### config.mk
export PLATFORM = sky130hd
export DESIGN_NAME = mul_unit
export DESIGN_NICKNAME = d
export VERILOG_FILES = /design/src/rtl/mul_unit.sv
export SDC_FILE = /design/constraint.sdc
export NUM_CORES = 1
export LEC_CHECK = 0
export CORE_MARGIN = 1.5
export CORE_UTILIZATION = 53
export CTS_BUF_LIST = sky130_fd_sc_hd__clkbuf_16
export DETAILED_ROUTE_END_ITERATION = 6
export GPL_ROUTABILITY_DRIVEN = 1
export PLACE_DENSITY = 0.81
export SLEW_MARGIN = 30
export SYNTH_ARGS = -nofsm -noshare
export SYNTH_HDL_FRONTEND = slang
export SYNTH_SLANG_ARGS = --single-unit
### constraint.sdc
create_clock -name clk -period 4.4 [get_ports clk]
set_input_delay 0.66 -clock clk [delete_from_list [all_inputs] [get_ports clk]]
set_output_delay 0.66 -clock clk [all_outputs]
set_load 0.01 [all_outputs]
### src/rtl/mul_unit.sv
// mul_unit: iterative 32x32 multiplier execution unit (low 32 bits of product).
// A fixed 32-step shift-add sequence produces the result. The unit then issues
// one write-back request (we/wa/wd) for the core to mux into the register file.
//
// Ports:
//   clk, reset       clock and synchronous active-high reset
//   start            request a new operation (sampled in IDLE or DONE only)
//   op_a, op_b       multiplicand (Rm) and multiplier (Rs)
//   op_acc, acc_en   accumulate operand (Rn) and MLA select
//   rd_idx           destination register index
//   busy             high while the shift-add sequence runs
//   done             one-cycle pulse in the write-back cycle
//   we, wa, wd       write-back enable/index/data; wa/wd hold between results
//   n_flag, z_flag   sign and zero of the last completed result
//
// Build option: define MUL_MLA_EN to honour acc_en/op_acc (MLA). Without it
// the unit is MUL-only and those ports are left unused.
module mul_unit (
    input  logic        clk,
    input  logic        reset,
    input  logic        start,
    input  logic [31:0] op_a,
    input  logic [31:0] op_b,
    input  logic [31:0] op_acc,
    input  logic        acc_en,
    input  logic [3:0]  rd_idx,
    output logic        busy,
    output logic        done,
    output logic        we,
    output logic [3:0]  wa,
    output logic [31:0] wd,
    output logic        n_flag,
    output logic        z_flag
);

    typedef enum logic [1:0] {IDLE, RUN, DONE} state_t;

    state_t      state;
    logic [31:0] a_reg;
    logic [31:0] b_reg;
    logic [31:0] acc_reg;
    logic [3:0]  rd_reg;
    logic [4:0]  cnt;

    logic [31:0] acc_sum;
    logic [31:0] acc_init;

    // Partial-product step: add the shifted multiplicand when the current
    // multiplier bit is set. Wraps mod 2^32, so signed and unsigned agree.
    always_comb begin
        acc_sum = acc_reg;
        if (b_reg[0]) begin
            acc_sum = acc_reg + a_reg;
        end
    end

`ifdef MUL_MLA_EN
    assign acc_init = acc_en ? op_acc : 32'd0;
`else
    logic unused_mla;
    assign acc_init   = 32'd0;
    assign unused_mla = ^{acc_en, op_acc};
`endif

    always_ff @(posedge clk) begin
        if (reset) begin
            state   <= IDLE;
            a_reg   <= '0;
            b_reg   <= '0;
            acc_reg <= '0;
            rd_reg  <= '0;
            cnt     <= '0;
            busy    <= 1'b0;
            done    <= 1'b0;
            we      <= 1'b0;
            wa      <= '0;
            wd      <= '0;
            n_flag  <= 1'b0;
            z_flag  <= 1'b0;
        end else begin
            // done/we are single-cycle pulses; only the RUN->DONE step sets them.
            done <= 1'b0;
            we   <= 1'b0;
            case (state)
                IDLE, DONE: begin
                    // DONE accepts start too, giving back-to-back operations.
                    if (start) begin
                        a_reg   <= op_a;
                        b_reg   <= op_b;
                        acc_reg <= acc_init;
                        rd_reg  <= rd_idx;
                        cnt     <= '0;
                        busy    <= 1'b1;
                        state   <= RUN;
                    end else begin
                        state <= IDLE;
                    end
                end
                RUN: begin
                    // No early exit: always 32 steps, so latency is fixed.
                    acc_reg <= acc_sum;
                    a_reg   <= a_reg << 1;
                    b_reg   <= b_reg >> 1;
                    cnt     <= cnt + 5'd1;
                    if (cnt == 5'd31) begin
                        // Write-back outputs are registered from the final step so
                        // they are valid for the whole DONE cycle.
                        state  <= DONE;
                        busy   <= 1'b0;
                        done   <= 1'b1;
                        we     <= (rd_reg != 4'd15);
                        wa     <= rd_reg;
                        wd     <= acc_sum;
                        n_flag <= acc_sum[31];
                        z_flag <= (acc_sum == 32'd0);
                    end
                end
                default: begin
                    state <= IDLE;
                    busy  <= 1'b0;
                end
            endcase
        end
    end

endmodule
==> impl_summary.log <==
[metrics] Hold Startpoint: b_reg[27]
[metrics] max-cap violation count: 0
[metrics] unrepaired setup endpoints after global routing: no
[metrics] share of synthesized flip-flops with an asynchronous set or reset: 0%
[metrics] DRC violation total after the first TritonRoute iteration: 597
[metrics] clock-pin transition on the worst setup and hold timing paths: 0.07 ns
[metrics] Worst R2R Start: acc_reg[0]
[metrics] sequential-to-total area share from yosys stat: 37.9%
[metrics] worst slew pin tran: 0.837 ns
[metrics] sum of negative setup slack: 0 ns
[metrics] area of the die: 15400 um^2
[metrics] final HPWL from detailed placement: 13.7 mm
[metrics] path category of the worst min-delay check: reg2reg
[metrics] Critical Path RT: 4.78 ns
[metrics] number of port buffers: 111
[metrics] remaining global-route overflow: 0
[metrics] most frequent cells in the layout: sky130_fd_sc_hd__dfxtp_1, sky130_fd_sc_hd__nand2_1, sky130_fd_sc_hd__a21oi_1
[metrics] wire length per cell after detailed routing: 16.8 um
[metrics] vias per std cell: about 6.1
[metrics] Critical Path Sink Type: flop
[metrics] time the worst path needs with I/O delays and setup: 3.77 ns
[metrics] first-pass GRT wire length: 33.0 mm
[metrics] post-cts gate resize count: 0
[metrics] htree depth: 4
[metrics] mean instance size in the synthesized netlist: 8.09 um^2
[metrics] final hold vios: 0
[metrics] status: complete, but fails checks
[metrics] maximum number of pins on one net before global-route repair: 102
[metrics] hold-fix buffer count after cts: 0
[metrics] data arrival time at the worst-slack endpoint: 4.15 ns
[metrics] number of instances in the synthesized netlist: 960
[metrics] Startpoint Class: flop
[metrics] post-layout net count: 1164
[metrics] number of failing setup endpoints in the final timing report: 0
[metrics] largest fanout on the critical path: 8
[metrics] total routing usage reported by global routing: 27.1%
[metrics] final total power: about 3300 uW
[metrics] min setup slack post-route: 0.630 ns
[metrics] Primary FF master, synth: sky130_fd_sc_hd__dfxtp_1
[metrics] Max IR drop VDD: 0.291 mV
[metrics] TritonCTS clock tree: built
[metrics] worst setup path class: reg2reg
[metrics] Placeable Area: 14400 um^2
[metrics] worst slack at placement: 0.778 ns
[metrics] vias after detailed routing: 7471
[metrics] final cell area excluding filler cells: 9520 um^2
[metrics] Worst slew margin: 44.1%
[metrics] final antenna-violating net count: 0
[metrics] detailed-routing iteration count for the pre-antenna-repair pass: 7
[metrics] hold slack final: 0.455 ns
[metrics] Placed Area: 8920 um^2
[metrics] number of max-slew violations in the final report: 0
[metrics] antenna violations before repair: 0
[metrics] detailed-route wire length: 20.6 mm
[metrics] clk root buf: sky130_fd_sc_hd__clkbuf_16
[metrics] number of CTS-inserted buffers: 17
[metrics] Horiz. Die Dim: around 120 um
[metrics] yosys synthesis warning count: 0
[metrics] first element of the critical path: acc_reg[0]
[metrics] final worst-path cycle share: around 86%
[metrics] leading cell type in the layout, fill and taps excluded: sky130_fd_sc_hd__dfxtp_1
[metrics] count of boundary I/O pins: 145
[metrics] maximum clock frequency: 0.265 GHz
[metrics] initial core utilization: 53.8%
[metrics] via count of the first global-routing pass: 6805
[metrics] routability congestion estimate: 0.885
[metrics] number of post-CTS setup repair buffers: 0
[metrics] synthesized netlist net count: 1098
[metrics] ratio of total power to cell area: approximately 340 nW/um^2
[metrics] post-route clock skew: just over 0.01 ns
[metrics] netlist area before placement: 7760 um^2
[metrics] Clock Path Buffers: 2
[metrics] number of distinct library cell variants in the gate-level netlist after synthesis: 76
[metrics] leakage: 0.00367 uW
[metrics] Remaining DRCs: 4
[metrics] number of sinks handled by clock tree synthesis: 147
[metrics] Die Y: 124 um
[metrics] antenna diode count: 0
[metrics] clock latency at the later pin of the worst-skew pair: 0.44 ns
[metrics] Cell Rows: between 40 and 50
[metrics] EDFF count, synth: 0
[metrics] synthesis-stage register bit count: about 150
[metrics] violations in the final reports: design-rule violations
[metrics] share of final-layout standard cells stronger than drive strength 1: 7.03%
[metrics] area growth from synthesis to layout: 22.6%
## area by class of cell
| cell class | count | area, um^2 |
|---|---|---|
| Tap cell | 184 | 230 |
| Clock buffer | 17 | 425 |
| Clock inverter | 15 | 170 |
| Timing Repair Buffer | 120 | 1190 |
| Fill cell | 1219 | 4900 |
| Multi-Input combinational cell | 733 | 4530 |
| Sequential cell | 147 | 2940 |
| Inverter | 7 | 26.3 |
## synth_stat cells (all sizes together) (6+ instances only)
| cell type | n | area share (%) |
|---|---|---|
| nand2b | 6 | 0.48 |
| a21o | 16 | 1.6 |
| nand2 | 130 | 6.3 |
| o21a | 7 | 0.68 |
| mux2 | 7 | 1.0 |
| nand4 | 10 | 0.81 |
| o2111ai | 6 | 0.68 |
| ha | 33 | 5.3 |
| clkbuf | 64 | 3.1 |
| nor2b | 7 | 0.56 |
| mux2i | 9 | 1.2 |
| nand3 | 14 | 0.90 |
| dfxtp | 147 | 38 |
| a211oi | 18 | 1.7 |
| inv | 6 | 0.29 |
| nor2 | 109 | 5.3 |
| buf | 9 | 0.61 |
| xnor2 | 10 | 1.1 |
| a22oi | 86 | 8.3 |
| and3 | 10 | 0.82 |
| a21oi | 119 | 7.7 |
| xor2 | 6 | 0.68 |
| nor3 | 21 | 1.4 |
| o21ai | 20 | 1.3 |
| a211o | 6 | 0.69 |
## per-layer routing
metal / vias up / global-route usage [%] / part of all wire, % / wire (um)
li1: 3662 / - / - / -
met1: 3532 / 34.4 / 44 / 9060
met2: 230 / 44.1 / 47 / 9640
met3: 47 / 6.68 / 6.1 / 1250
met4: 0 / 11.0 / 3.0 / 620
met5: - / 0 / 0 / 0
## logic make-up (layout without fill, tap and decap cells)
group,count (synthesis),in the layout,share of synthesized area (%)
compound gates,330,330,29.0
xor+xnor,16,16,1.80
fa+ha+maj,34,34,5.58
buf+inv,80,159,4.04
flops,147,147,37.9
mux,16,16,2.18
simple gates,337,337,19.5
## where the power goes
group          internal, uW  leakage [uW]  total (uW)  switching, uW
Sequential             1380       0.00120        1420           41.1
Clock                   850      0.000292        1470            617
Combinational           160       0.00219         386            225
## final timing paths
| check | endpoint | slack (ns) | depth (start not counted) |
|---|---|---|---|
| setup reg to reg | z_flag | 0.63 | 12 |
| hold reg to reg | b_reg[27] | 0.45 | 2 |
| setup / recovery | z_flag | 0.63 | 12 |
| hold / removal | b_reg[27] | 0.45 | 2 |
## worst max-delay path, cell delays in order (launching register included)
cell and delay [ns]:
sky130_fd_sc_hd__dfxtp_1 0.34, sky130_fd_sc_hd__ha_1 0.22, sky130_fd_sc_hd__fa_1 0.41, sky130_fd_sc_hd__a21o_1 0.20
sky130_fd_sc_hd__a221o_2 0.41, sky130_fd_sc_hd__a41oi_4 0.40, sky130_fd_sc_hd__o41ai_2 0.16, sky130_fd_sc_hd__a41o_4 0.32
sky130_fd_sc_hd__a21oi_2 0.19, sky130_fd_sc_hd__o2111ai_1 0.19, sky130_fd_sc_hd__a2111oi_0 0.57, sky130_fd_sc_hd__nand4_1 0.20
sky130_fd_sc_hd__nand2_1 0.11
## stage by stage
| stage | cells | util, % |
|---|---|---|
| 3_5_place_dp | 1191 | 61.8 |
| 6_report | 1223 | 66.0 |
| 4_1_cts | 1223 | 66.0 |
| 5_1_grt | 1223 | 66.0 |
| 2_1_floorplan | 960 | - |
| 3_3_place_gp | 1191 | 61.8 |
No activity file was read; power rests on OpenSTA's default activity.
